<file path="config.mk">
export PLATFORM = sky130hd
export DESIGN_NAME = ssd_scan_driver
export DESIGN_NICKNAME = d
export VERILOG_FILES = /design/src/rtl/ssd_scan_driver.sv
export SDC_FILE = /design/constraint.sdc
export NUM_CORES = 1
export LEC_CHECK = 0
export CORE_MARGIN = 1
export CORE_UTILIZATION = 55
export CTS_CLUSTER_DIAMETER = 60
export DETAILED_ROUTE_END_ITERATION = 7
export MAX_ROUTING_LAYER = met4
export PLACE_DENSITY = 0.79
export SLEW_MARGIN = 15
export SYNTH_ARGS = -nofsm -noshare
export SYNTH_HDL_FRONTEND = slang
export SYNTH_SLANG_ARGS = --single-unit
</file>
<file path="constraint.sdc">
create_clock -name i_CLK -period 3.1 [get_ports i_CLK]
set_input_delay 0.465 -clock i_CLK [delete_from_list [all_inputs] [get_ports i_CLK]]
set_output_delay 0.465 -clock i_CLK [all_outputs]
set_load 0.005 [all_outputs]
</file>
<file path="src/rtl/ssd_scan_driver.sv">
// ssd_scan_driver
// Scans a 4-digit common-anode seven-segment display. One digit is lit per
// slot of REFRESH_DIV cycles. The first BLANK_CYCLES of each slot keep all
// anodes off so that segments can settle without ghosting. Digit values, DP
// requests and the leading-zero enable are latched once per frame, so a frame
// is never drawn from a mix of old and new values.
module ssd_scan_driver #(
    parameter int REFRESH_DIV  = 100000,
    parameter int BLANK_CYCLES = 1000,
    parameter int DISPLAY_MODE = 9
) (
    input  logic       i_CLK,
    input  logic       i_RESET,
    input  logic [3:0] i_Digit_1_val,
    input  logic [3:0] i_Digit_2_val,
    input  logic [3:0] i_Digit_3_val,
    input  logic [3:0] i_Digit_4_val,
    input  logic [3:0] i_DP,
    input  logic       i_LZ_EN,
    input  logic       i_EN,
    output logic [3:0] o_AN,
    output logic [6:0] o_SEG,
    output logic       o_DP
);

    localparam int              CW        = (REFRESH_DIV > 1) ? $clog2(REFRESH_DIV) : 1;
    localparam logic [CW-1:0]   CNT_MAX   = CW'(REFRESH_DIV - 1);
    localparam logic [CW-1:0]   BLANK_END = CW'(BLANK_CYCLES);
    localparam logic            DEC_MODE  = (DISPLAY_MODE == 9);

    typedef enum logic {S_BLANK = 1'b0, S_ON = 1'b1} state_t;

    // Active-low segment pattern {g,f,e,d,c,b,a}; decimal mode blanks 10-15.
    function automatic logic [6:0] seg_decode(input logic [3:0] v, input logic dec);
        logic [6:0] s;
        case (v)
            4'h0:    s = 7'h40;
            4'h1:    s = 7'h79;
            4'h2:    s = 7'h24;
            4'h3:    s = 7'h30;
            4'h4:    s = 7'h19;
            4'h5:    s = 7'h12;
            4'h6:    s = 7'h02;
            4'h7:    s = 7'h78;
            4'h8:    s = 7'h00;
            4'h9:    s = 7'h10;
            4'hA:    s = dec ? 7'h7F : 7'h08;
            4'hB:    s = dec ? 7'h7F : 7'h03;
            4'hC:    s = dec ? 7'h7F : 7'h46;
            4'hD:    s = dec ? 7'h7F : 7'h21;
            4'hE:    s = dec ? 7'h7F : 7'h06;
            4'hF:    s = dec ? 7'h7F : 7'h0E;
            default: s = 7'h7F;
        endcase
        return s;
    endfunction

    logic [CW-1:0] cnt_q, cnt_d;
    logic [1:0]    idx_q, idx_d;
    state_t        state_q, state_d;
    logic [3:0]    d1_q, d2_q, d3_q, d4_q, dp_q;
    logic          lz_q;
    logic [3:0]    an_d;
    logic [6:0]    seg_d;
    logic          dp_d;

    logic          wrap_s, capture_s, lit_s, sup_s;
    logic [3:0]    d1_s, d2_s, d3_s, d4_s, dpv_s, cur_s;
    logic          lz_s;

    // Next-state scan position, frame-start bypass of the snapshot, output decode.
    always_comb begin
        wrap_s    = (cnt_q == CNT_MAX);
        cnt_d     = wrap_s ? '0 : cnt_q + CW'(1);
        idx_d     = wrap_s ? idx_q + 2'd1 : idx_q;
        if (wrap_s) begin
            state_d = S_BLANK;
        end else if (cnt_d == BLANK_END) begin
            state_d = S_ON;
        end else begin
            state_d = state_q;
        end

        // At frame start the snapshot is being loaded on this edge; decode from
        // the inputs directly so the first slot already shows the new frame.
        capture_s = (cnt_q == '0) && (idx_q == 2'd0);
        d1_s      = capture_s ? i_Digit_1_val : d1_q;
        d2_s      = capture_s ? i_Digit_2_val : d2_q;
        d3_s      = capture_s ? i_Digit_3_val : d3_q;
        d4_s      = capture_s ? i_Digit_4_val : d4_q;
        dpv_s     = capture_s ? i_DP          : dp_q;
        lz_s      = capture_s ? i_LZ_EN       : lz_q;

        case (idx_q)
            2'd0:    begin cur_s = d1_s; sup_s = 1'b0; end
            2'd1:    begin cur_s = d2_s; sup_s = (d4_s == 4'd0) && (d3_s == 4'd0) && (d2_s == 4'd0); end
            2'd2:    begin cur_s = d3_s; sup_s = (d4_s == 4'd0) && (d3_s == 4'd0); end
            2'd3:    begin cur_s = d4_s; sup_s = (d4_s == 4'd0); end
            default: begin cur_s = 4'd0; sup_s = 1'b0; end
        endcase

        // With no blank phase the slot is lit from its first cycle.
        lit_s = i_EN && ((state_q == S_ON) || (BLANK_CYCLES == 0));

        if (lit_s) begin
            an_d  = ~(4'b0001 << idx_q);
            seg_d = (lz_s && sup_s) ? 7'h7F : seg_decode(cur_s, DEC_MODE);
            dp_d  = ~dpv_s[idx_q];
        end else begin
            an_d  = 4'hF;
            seg_d = 7'h7F;
            dp_d  = 1'b1;
        end
    end

    // Scan FSM: slot counter, digit index, phase, and the registered display outputs.
    always_ff @(posedge i_CLK) begin
        if (i_RESET) begin
            cnt_q   <= '0;
            idx_q   <= 2'd0;
            state_q <= S_BLANK;
            o_AN    <= 4'hF;
            o_SEG   <= 7'h7F;
            o_DP    <= 1'b1;
        end else begin
            cnt_q   <= cnt_d;
            idx_q   <= idx_d;
            state_q <= state_d;
            o_AN    <= an_d;
            o_SEG   <= seg_d;
            o_DP    <= dp_d;
        end
    end

    // Frame snapshot of digit values, DP requests and leading-zero enable.
    always_ff @(posedge i_CLK) begin
        if (i_RESET) begin
            d1_q <= 4'd0;
            d2_q <= 4'd0;
            d3_q <= 4'd0;
            d4_q <= 4'd0;
            dp_q <= 4'd0;
            lz_q <= 1'b0;
        end else if (capture_s) begin
            d1_q <= i_Digit_1_val;
            d2_q <= i_Digit_2_val;
            d3_q <= i_Digit_3_val;
            d4_q <= i_Digit_4_val;
            dp_q <= i_DP;
            lz_q <= i_LZ_EN;
        end else begin
            d1_q <= d1_q;
            d2_q <= d2_q;
            d3_q <= d3_q;
            d4_q <= d4_q;
            dp_q <= dp_q;
            lz_q <= lz_q;
        end
    end

endmodule

</file>
---- Word-level counts from Yosys, hierarchy flattened ----
Memory sizes are Yosys's and may differ from the RTL's. A register that Yosys moved wholly into a read port is not among the register bits.
Index checks and enable logic that the tools add are counted.
storage, ports and cells
  bits in read-only memories .............. 112
  flip-flop bits (word level) ............. 46
  output and inout port bits .............. 12
  logic and storage cells ................. 48
  memories ................................ 1
memory list
  memory           words  bits a word  read ports  clocked after Yosys merged registers in  wr ports  RTL line  text
  (no name shown)  16     7            1           1                                        0         36        case (v)
operators by class
  bitwise logic cells ..................... 3
  multiplexer cells ....................... 11
  reductions and logical operators ........ 13
  shift-type cells ........................ 1
  eq/ne operators ......................... 5
  order comparisons ....................... 1
  add/sub/neg operators ................... 2
operators with widths
  operator                 count
  $mux W4                  5
  $add A17 B1 Y17 const B  1
  $eq A17 B10 Y1 const B   1
  $eq A17 B17 Y1 const B   1
  $logic_not A17 Y1        1
  $mux W17                 1
  $pmux W4 S4              1
  $logic_not A4 Y1         3
  $logic_and A1 B1 Y1      5
  $eq A2 B2 Y1 const B     2
  $not A4 Y4               1
  $pmux W1 S4              1
  $reduce_or A2 Y1         2
  $shl A1 B2 Y4 const A    1
  $lt A2 B3 Y1 const B     1
  $reduce_or A3 Y1         1
  $add A2 B1 Y2 const B    1
  $bmux W1 S2              1
  $eq A2 B1 Y1 const B     1
  $logic_not A2 Y1         1
  $mux W1                  2
  $not A1 Y1               2

---- Depth between registers and ports, before layout ----
Gate-level depths: netlist (run 1).
  word-level depth ........................ 9
  gate-level depth with buffers ........... 14
  depth with buffers taken out ............ 12

---- Least setup slack after synthesis (run 1) ----
Ideal clock, no wire load.
  kind .................................... reg2reg
  from .................................... register idx_q[0]
  to ...................................... register o_SEG[3]
  arrival time ............................ 2489 ps
  slack ................................... 476 ps
  stages on the path, launching flop included .. 14
  data required time ...................... 2965 ps
  clock period less this slack ............ 2624 ps
  cell sequence ........................... dfxtp_1 > inv_1 > ha_1 > nor4bb_2 > nand3_2 > buf_6 > nor2_8 > mux2i_1 > o22ai_1 > nor2_1 > inv_1 > ha_1 > mux2i_1 > o211ai_2
between the ends
  cells in the longest elaborated chain, start to end .. 9
  elaborated cells between the ends (all ways) .. 19
  those cells by class .................... eq/ne: 3; mux: 7; reduce/logical: 9
RTL lines
  element                                     RTL line    text
  start: declaration                          59          logic [1:0] idx_q, idx_d;
  start signal: assignment                    127         idx_q <= idx_d;
  $logic_not A2 Y1                            86, 94
  $logic_and A1 B1 Y1                         86          capture_s = (cnt_q == '0) && (idx_q == 2'd0);
  $mux W4                                     n/a
  $logic_not A4 Y1, on equally long branches  96, 97, 98
  $logic_and A1 B1 Y1                         96, 97
  $logic_and A1 B1 Y1                         96          2'd1: begin cur_s = d2_s; sup_s = (d4_s == 4'd0) && (d3_s == 4'd0) && (d2_s == 4'd0); end
  $pmux W1 S4                                 94          case (idx_q)
  $logic_and A1 B1 Y1                         107         seg_d = (lz_s && sup_s) ? 7'h7F : seg_decode(cur_s, DEC_MODE);
  $reduce_or A3 Y1 (no source line)           n/a
  end: declaration                            22          output logic [6:0] o_SEG,
Parallel ways exist; a longest one is shown, timed or not.
A chain may end at the register's enable or synchronous reset.

---- Worst setup path in the final report (run 1) ----
  from .................................... register idx_q[0]
  to ...................................... register o_SEG[4]
Same word-level chain as after synthesis.

==> results by group, run 1 <==
Run status
  – Status: finished, final reports clean

Timing
  – Fin crit share: 0.948
  – FMAX: 340 MHz
  – Slew Limit Fails: 0
  – Worst slew pin tran: 676 ps
  – Post-layout min period: 2940 ps
  – Relative slew slack: 0.545
  – Hold Vio Cnt, Final: 0
  – Fin Hold WS: 456 ps
  – Post-route setup TNS: 0 ps
  – Setup violations, final: 0
  – Skew final: about 2.1 ps

Floorplanning
  – Die height: about 74 um
  – Die area: between 0.005 and 0.006 mm^2
  – I/O pin count: 36
  – Initial Util: 0.586
  – Core Area: roughly 0.0048 mm^2
  – Number of core rows: 25
  – Die Wd: 73.9 um

Route
  – Antenna-violating nets left: 0
  – Via count: around 2.4k
  – DRC viols: 0
  – Via density: around 5.8
  – Wire length per cell: 15.4 um
  – Drt pass-1 iters: 4
  – Iter 0 DRT Violations: about 230
  – Final WL: ~6400 um

Layout
  – Diode count: 0
  – Fin cells: roughly 410
  – Layout cells sized above 1: 0.0865
  – Area Growth Syn to Fin: 15.9%
  – FF/Latch Area: about 0.0011 mm^2
  – Most common cell after layout, fill and taps aside: dfxtp_1
  – Multi-input logic area: around 0.0016 mm^2
  – Fillcell total: approximately 400
  – Final net count: between 300 and 400
  – Most frequent cells in the layout: 53 x dfxtp_1, 35 x clkdlybuf4s50_1, 34 x nor2_1, 27 x nand3_1, 26 x a21oi_1

Power
  – Pwr dens: roughly 420 mW/mm^2
  – Leak Pwr: between 1 and 1.5 nW
  – Worst IR Drop VDD: around 0.23 mV

Yosys
  – Synth Net Count: between 300 and 400
  – Synth Register Bits: between 50 and 60
  – Synth cell types: 51
  – Main flop type after synthesis: dfxtp_1
  – Mapped Cells: 320
  – Sequential share of the synthesized area: 0.373
  – Synth Warn #: 0
  – EDFF count, synth: 0
  – Synthesized cell area: between 0.002 and 0.003 mm^2
  – Syn Area/Cell: 8.88 um^2
  – Post-synth ARST share: 0

Clock tree
  – CTS root buf: clkbuf_8
  – Max clock buf depth: 2
  – CTS H-Tree Depth: 2
  – CTS tree: yes
  – CTS Hold Bufs: 0
  – CTS sink cnt: 53
  – CTS Buf Count: 5
  – Clk_lat worst skew: about 310 ps
  – CTS clock-pin slew for the worst setup and hold paths: ~90 ps

Job
  – MaxCap Viol Count: 0

Placed design
  – Cells after DPL: around 410
  – Port Buf Inserts: 35
  – GPL Wtd Cong: just under 0.9
  – DP HPWL: 4610 um

GRT
  – Largest net degree at the start of global routing: 30
  – First-pass GRT wire length: roughly 11000 um
  – Vias in the first global route: roughly 2.3k
  – Global route overflow: 0
  – GRT Util Overall: 0.258
  – Initial antenna violation count: 0

Worst setup path
  – Worst endpoint data arrival time: between 3000 and 4000 ps
  – CP startpoint kind: register
  – Worst Path Max Fanout: 13
  – Required time worst endpoint: 3330 ps
  – WS Path Type: register to register
  – Worst Setup End Kind: register

Worst hold path
  – HP Class: register to register
critical path, stage by stage (launching register included):
cell and delay, ps:
dfxtp_1 350, inv_1 150, ha_1 190, nor4bb_4 350, nand3_4 230, buf_4 230, o21ai_2 150, a21boi_1 140
o41ai_4 580, o21ai_0 240, a32oi_1 260
final cells by class:
cell class | count | share of cell area
multi-input cells | 234 | 0.498
inverters | 14 | 0.0160
repair buffers | 38 | 0.113
clock inverters | 1 | 0.00228
well taps | 67 | 0.0254
flip-flops and latches | 53 | 0.322
clock buffers | 7 | 0.0232
sequential cells by signal (all words and copies together), names as in the netlist:
| name | flops |
|---|---|
| cnt_q | 17 |
| o_SEG | 7 |
| d1_q | 4 |
| d2_q | 4 |
| d3_q | 4 |
| d4_q | 4 |
| dp_q | 4 |
| o_AN | 4 |
| idx_q | 2 |
| lz_q | 1 |
| o_DP | 1 |
| state_q | 1 |
metrics by stage:
step                worst slack, ps  cell area, um^2  total power, mW   util
global placement                184             3180            0.981  0.657
global route                  -6.83             3290             1.43  0.679
detailed placement            -4.92             3180            0.988  0.657
finish                          161             3290             1.37  0.679
CTS                            34.1             3270             1.37  0.675
floorplan                       476             2840            0.921      -
repair_timing:
action                                  4_1_cts  5_1_grt
pin swaps                                     0        1
resized for setup                             1        3
setup buffers                                 0        1
endpoints found under the setup margin        1        7
kinds of logic after synthesis:
kind of cell | count (synthesis) | synth area share
AND/OR/NAND/NOR | 119 | 0.235
AO/OA/AOI/OAI | 70 | 0.171
flip-flops | 53 | 0.373
buffers and inverters | 33 | 0.0568
XOR/XNOR | 20 | 0.0616
multiplexers | 13 | 0.0502
adder cells (fa/ha/maj) | 12 | 0.0528
routing by layer:
| metal | up-vias | wire, um | track usage |
|---|---|---|---|
| met1 | 1122 | 2980 | 0.338 |
| met3 | 8 | 346 | 0.0425 |
| met5 | - | 0 | - |
| met4 | 0 | 85 | 0.0769 |
| met2 | 69 | 2960 | 0.407 |
| li1 | 1182 | - | - |
synth_stat cells, types with 4 or more instances:
cell type / count / share of area
xor2_1: 7 / 0.022
clkbuf_1: 5 / 0.0066
nand4_1: 4 / 0.0088
ha_1: 12 / 0.053
nand2_1: 13 / 0.017
inv_1: 13 / 0.017
nand3_1: 27 / 0.048
and2_1: 5 / 0.011
nor3_1: 7 / 0.012
xnor2_1: 13 / 0.040
mux2i_1: 12 / 0.042
dfxtp_1: 53 / 0.37
a31oi_1: 4 / 0.0088
nor4_1: 7 / 0.015
nor2_1: 35 / 0.046
o21ai_0: 14 / 0.025
buf_2: 6 / 0.011
buf_4: 6 / 0.016
a21oi_1: 26 / 0.046
where the power goes:
part | switching [mW] | total, mW | leakage (nW) | internal (mW)
clock | 0.227 | 0.387 | 0.0385 | 0.160
combinational | 0.139 | 0.258 | 0.751 | 0.118
sequential | 0.0168 | 0.727 | 0.432 | 0.710
worst paths after layout:
kind / startpoint / end / slack (ps) / depth (start not counted)
worst max register to register: idx_q[0] / o_SEG[4] / 160 / 10
worst max-delay path: idx_q[0] / o_SEG[4] / 160 / 10
worst min-delay path: state_q / state_q / 460 / 2
worst min register to register: state_q / state_q / 460 / 2
Note: power is estimated with default switching activity, not from simulation.
==> run 2: changes to the inputs <==
--- a/config.mk
+++ b/config.mk
@@ -5,6 +5,7 @@
 export SDC_FILE = /design/constraint.sdc
 export NUM_CORES = 1
 export LEC_CHECK = 0
+export ABC_AREA = 1
 export CORE_MARGIN = 1
 export CORE_UTILIZATION = 55
 export CTS_CLUSTER_DIAMETER = 60
==> results by group, run 2 <==
Clock tree
  – Clk_lat worst skew: about 310 ps
  – CTS Hold Bufs: 0
  – CTS clock-pin slew for the worst setup and hold paths: around 100 ps
  – CTS Buf Count: 5
  – CTS root buf: clkbuf_8
  – Max clock buf depth: 2
  – Post CTS Setup Buffer Count: 0
  – CTS sink cnt: 53
  – CTS H-Tree Depth: 2
  – Post_cts resized: 0
  – CTS tree: yes

GRT
  – Vias in the first global route: roughly 2.8k
  – Initial antenna violation count: 0
  – Largest net degree at the start of global routing: 36
  – GRT Util Overall: 0.268
  – Global route overflow: 0
  – First-pass GRT wire length: ~12000 um

Route
  – Final WL: ~7000 um
  – Drt pass-1 iters: 5
  – Wire length per cell: approximately 13 um
  – Antenna-violating nets left: 0
  – Iter 0 DRT Violations: 153
  – Via count: 2909
  – DRC viols: 0
  – Via density: 5.22

Worst hold path
  – HP Start: state_q
  – Hold Path Depth: 2
  – HP Class: register to register

Worst setup path
  – Register-to-Register Path Depth: 17
  – Critical path depth: 17
  – WS Path Type: register to register
  – Buf+Inv Stages, Crit Path: 5
  – Critical path launch point: idx_q[0]
  – CP startpoint kind: register
  – Worst Setup End Kind: register
  – Slowest cell delay on critical path: 360 ps
  – CP delay by family, top: simple AND/OR/NAND/NOR gates
  – Worst endpoint data arrival time: 2930 ps
  – CP cell instances: inv_1, ha_1, nand3_1, inv_1, nand3_4, inv_2, nand2_1, nand2_1, nor2_1, nor2_1, inv_1, ha_1, nand3_1, nand3_1, nand2_1, inv_1, nand2_1
  – Required time worst endpoint: between 3000 and 4000 ps
  – Max stage delay cell, worst path: dfxtp_1
  – Worst Path Max Fanout: 16
  – Worst r2r src: idx_q[0]

Yosys
  – Main flop type after synthesis: dfxtp_1
  – EDFF count, synth: 0
  – Sequential share of the synthesized area: 0.349
  – Synth cell types: 35
  – Mapped Cells: 451
  – Synth Register Bits: 53
  – Most frequent cells after synthesis: 111 x nand2_1, 77 x nor2_1, 59 x inv_1, 53 x dfxtp_1, 37 x nand3_1
  – Synth Net Count: between 400 and 500
  – Post-synth ARST share: 0
  – Synth Warn #: 0
  – Area contributors post-synth: dfxtp_1 35%, nand2_1 14%, nor2_1 9.5%
  – Synthesized cell area: about 0.0030 mm^2
  – Top-area cell type share of the netlist area: 0.349
  – Syn Area/Cell: 6.74 um^2
  – Most common cell in the synthesized netlist: nand2_1
  – Synth area leader: dfxtp_1

Layout
  – Max reg flops: 17
  – Most frequent cells in the layout: 111 x nand2_1, 77 x nor2_1, 59 x inv_1, 53 x dfxtp_1, 37 x nand3_1
  – Diode count: 0
  – Most common cell after layout, fill and taps aside: nand2_1
  – Final net count: 522
  – Fillcell total: 443
  – Biggest regs: cnt_q x17, o_SEG x7
  – Area Growth Syn to Fin: 16.4%
  – Register with the most flip-flops: cnt_q
  – Layout cells sized above 1: 0.0801

Floorplanning
  – Die height: between 70 and 80 um
  – Core Area: about 0.0052 mm^2
  – Die area: slightly below 0.006 mm^2
  – Number of core rows: 26
  – Die Wd: around 76 um
  – Initial Util: 0.584
  – I/O pin count: 36

Run status
  – Status: finished, final reports clean

Placed design
  – DP HPWL: approximately 5500 um
  – Port Buf Inserts: 35
  – GPL Wtd Cong: between 0.9 and 1

Timing
  – FMAX: around 370 MHz
  – Fin crit share: 0.878
  – Slew Limit Fails: 0
  – Relative slew slack: 0.711
  – Worst slew pin tran: approximately 430 ps
  – Post-route setup TNS: 0 ps
  – Setup violations, final: 0
  – Hold Vio Cnt, Final: 0
  – Skew final: ~6.2 ps
  – RSZ-0062 raised after global routing: false
  – Post-layout min period: around 2700 ps

Job
  – MaxCap Viol Count: 0

Power
  – Pwr dens: ~420 mW/mm^2
  – Design Power: between 1.5 and 2 mW
  – Leak Pwr: around 1.7 nW
  – Worst IR Drop VDD: 0.286 mV
==> run 2: cell types whose count changed after synthesis, sizes merged, moves of 4 or more <==
cell   change
inv       +52
buf        -7
nand4     +20
nand3     +11
mux2i      -8
and2       -5
a31oi      -4
nor2      +48
o21ai      -9
xnor2     -11
nor4       -8
a21oi     -13
nand2    +102
==> run 2: cell type report <==
type                    instances  area, um^2  area share
inverters                      66         248      0.0700
flip-flops and latches         53        1060       0.300
well taps                      70        87.6      0.0247
repair buffers                 39         380       0.107
clock buffers                   6        72.6      0.0205
multi-input cells             321        1650       0.467
clock inverters                 2        38.8      0.0110
==> run 2: worst min-delay path: cells and delay by family (launching register included) <==
kind / cells / cell delay [ps]
flip-flops: 1 / 320
buffers and inverters: 1 / 50
AO/OA/AOI/OAI: 1 / 60
==> run 2: power breakdown <==
group	switching [mW]	total [mW]	internal (mW)
Combinational	0.184	0.301	0.117
Clock	0.232	0.475	0.243
Sequential	0.0121	0.725	0.713
Total	0.428	1.50	1.07
==> run 2: path summary, 6_finish.rpt <==
check        slack [ps]        to
max                 380  o_SEG[3]
min reg2reg         460   state_q
max reg2reg         380  o_SEG[3]
min                 460   state_q
==> run 2: cells by family after synthesis <==
group / share of synthesized area
flops: 0.349
mux: 0.0132
fa+ha+maj: 0.0494
compound gates: 0.0605
buf+inv: 0.108
xor+xnor: 0.0173
simple gates: 0.403
==> run 2: per-stage QoR <==
stage | setup WS [ps] | util | hold WS [ps] | std cells | instance area [um^2]
global route | 87.7 | 0.680 | 493 | 557 | 3540
finish | 379 | 0.680 | 463 | 557 | 3540
floorplan | 812 | - | 431 | 451 | 3040
global placement | 539 | 0.659 | 448 | 549 | 3430
detailed placement | 380 | 0.659 | 461 | 549 | 3430
CTS | 376 | 0.680 | 475 | 557 | 3540
==> run 2: per-layer routing <==
metal	vias to the layer above	part of all wire	global-route usage
met5	-	0	-
met3	19	0.056	0.0419
met2	99	0.48	0.455
li1	1497	-	-
met4	0	0.028	0.110
met1	1294	0.43	0.316
==> run 3: changes to the inputs <==
--- a/config.mk
+++ b/config.mk
@@ -5,13 +5,14 @@
 export SDC_FILE = /design/constraint.sdc
 export NUM_CORES = 1
 export LEC_CHECK = 0
-export ABC_AREA = 1
 export CORE_MARGIN = 1
 export CORE_UTILIZATION = 55
 export CTS_CLUSTER_DIAMETER = 60
+export CTS_CLUSTER_SIZE = 30
 export DETAILED_ROUTE_END_ITERATION = 7
 export MAX_ROUTING_LAYER = met4
 export PLACE_DENSITY = 0.79
+export SETUP_SLACK_MARGIN = 0.2
 export SLEW_MARGIN = 15
 export SYNTH_ARGS = -nofsm -noshare
 export SYNTH_HDL_FRONTEND = slang
==> results by group, run 3 (synthesis results as in run 1) <==
Floorplanning
  – Die area: 0.00546 mm^2
  – Initial Util: 0.586
  – I/O pin count: 36
  – Number of core rows: 25
  – Core Area: slightly below 0.005 mm^2
  – Die Wd: 73.9 um
  – Die height: about 74 um

Worst setup path
  – Required time worst endpoint: ~3300 ps
  – CP startpoint kind: register
  – Worst Setup End Kind: register
  – Worst endpoint data arrival time: 2980 ps
  – Worst Path Max Fanout: 6
  – Reg2reg setup slack: slightly above 300 ps
  – WS Path Type: register to register
  – Worst r2r src: cnt_q[0]
  – Critical path launch point: cnt_q[0]

Route
  – Iter 0 DRT Violations: ~310
  – Antenna-violating nets left: 0
  – Wire length per cell: between 15 and 20 um
  – Drt pass-1 iters: 6
  – Via count: roughly 2.5k
  – Final WL: approximately 6800 um
  – Via density: 5.89
  – DRC viols: 0

Worst hold path
  – HP Class: register to register
  – HP Start: state_q

Clock tree
  – Clk_lat worst skew: approximately 310 ps
  – CTS Hold Bufs: 0
  – Max clock buf depth: 2
  – CTS H-Tree Depth: 2
  – CTS sink cnt: 53
  – CTS root buf: clkbuf_8
  – CTS Buf Count: 5
  – CTS clock-pin slew for the worst setup and hold paths: about 90 ps
  – CTS tree: yes

Placed design
  – Port Buf Inserts: 35
  – DP HPWL: ~4600 um
  – DP Area: 0.00318 mm^2
  – GPL Wtd Cong: slightly below 0.9

Power
  – Leak Pwr: 1.26 nW
  – Switching part of the total: 0.284
  – Worst IR Drop VDD: roughly 0.24 mV
  – Reg power frac: 0.515
  – Clk network pwr share: 0.276
  – Pwr dens: ~420 mW/mm^2
  – Combinational Power Share: 0.209
  – Internal power: roughly 1 mW
  – P_sw: a little over 0.4 mW

Layout
  – Most frequent cells in the layout: 53 x dfxtp_1, 35 x clkdlybuf4s50_1, 34 x nor2_1, 27 x nand3_1, 26 x a21oi_1
  – Biggest regs: cnt_q x17, o_SEG x7
  – Most common cell after layout, fill and taps aside: dfxtp_1
  – Diode count: 0
  – Max reg flops: 17
  – Fin area: 0.00338 mm^2
  – Final net count: between 300 and 400
  – Post-layout util: 0.697
  – Register with the most flip-flops: cnt_q
  – Area Growth Syn to Fin: 18.8%
  – Layout cells sized above 1: 0.124

GRT
  – GRT Util Overall: 0.263
  – Vias in the first global route: 2271
  – Global route overflow: 0
  – First-pass GRT wire length: roughly 11000 um
  – Initial antenna violation count: 0
  – Largest net degree at the start of global routing: 30

Timing
  – Slew Limit Fails: 0
  – Hold Vio Cnt, Final: 0
  – Skew final: 6.37 ps
  – Relative slew slack: 0.563
  – Post-layout min period: 2800 ps
  – Fin crit share: 0.902
  – RSZ-0062 raised after global routing: false
  – Fin Hold WS: about 460 ps
  – Worst slew pin tran: 649 ps
  – FMAX: about 360 MHz
  – Setup violations, final: 0

Run status
  – Status: finished, final reports clean

Job
  – MaxCap Viol Count: 0
run 3: changes by cell type in the layout (fill, tap and decap cells not counted), moves of 5 or more:
cell | previous run | this run
nor2_1 | 77 | 34
nand4_1 | 24 | 4
mux2i_1 | 4 | 10
nand3_1 | 37 | 27
xnor2_1 | 2 | 13
a21oi_1 | 12 | 26
nor4_1 | 2 | 7
buf_4 | 4 | 10
inv_2 | 7 | 2
nand2_1 | 111 | 13
inv_1 | 59 | 12
run 3: cell type report:
| type | instances | area (um^2) |
|---|---|---|
| Clock buffer | 7 | 76.3 |
| Clock inverter | 1 | 7.51 |
| Fill cell | 394 | 1470 |
| Inverter | 14 | 52.6 |
| Multi-Input combinational cell | 235 | 1670 |
| Sequential cell | 53 | 1060 |
| Tap cell | 67 | 83.8 |
| Timing Repair Buffer | 45 | 425 |
run 3: routing by layer:
layer | track usage | share of wire | wire (um)
met5 | - | 0 | 0
met3 | 0.0562 | 0.059 | 403
met2 | 0.411 | 0.47 | 3210
met4 | 0.0726 | 0.016 | 110
met1 | 0.344 | 0.45 | 3070
run 3: stage by stage:
stage	power (mW)	std cells	worst slack [ps]	setup TNS, ps
after CTS	1.38	415	250	0
after detailed placement	0.988	405	-4.92	-4.92
after global routing	1.47	422	182	0
final	1.42	422	303	0
after floorplan	0.921	320	476	0
after global placement	0.981	405	184	0
run 3: critical path: stages (launching register included):
cell and delay (ps):
dfxtp_1 370, inv_1 80, ha_1 150, nor4bb_4 380, buf_4 190, nand3_2 150, o21ai_2 190, a21oi_1 130
o41ai_4 390, inv_2 100, ha_1 250, mux2i_1 200, a32oi_1 100
run 3: power by group through the flow:
stage | Clock [mW] | Sequential, mW | Combinational, mW
finish | 0.391 | 0.729 | 0.296
global route | 0.423 | 0.732 | 0.318
CTS | 0.391 | 0.727 | 0.258
detailed placement | 0 | 0.743 | 0.246
global placement | 0 | 0.742 | 0.239
floorplan | 0 | 0.736 | 0.186
run 3: what timing repair did:
| item | 4_1_cts | 5_1_grt |
|---|---|---|
| pin swaps | 2 | 4 |
| buffers inserted | 2 | 6 |
| endpoints found under the setup margin | 7 | 7 |
| gates resized for setup | 4 | 10 |
| cloned | 0 | 1 |
run 3: path summary, 6_finish.rpt:
path,to,depth (start not counted)
max reg2reg,o_SEG[6],12
min reg2reg,state_q,2
min,state_q,2
max,o_SEG[6],12
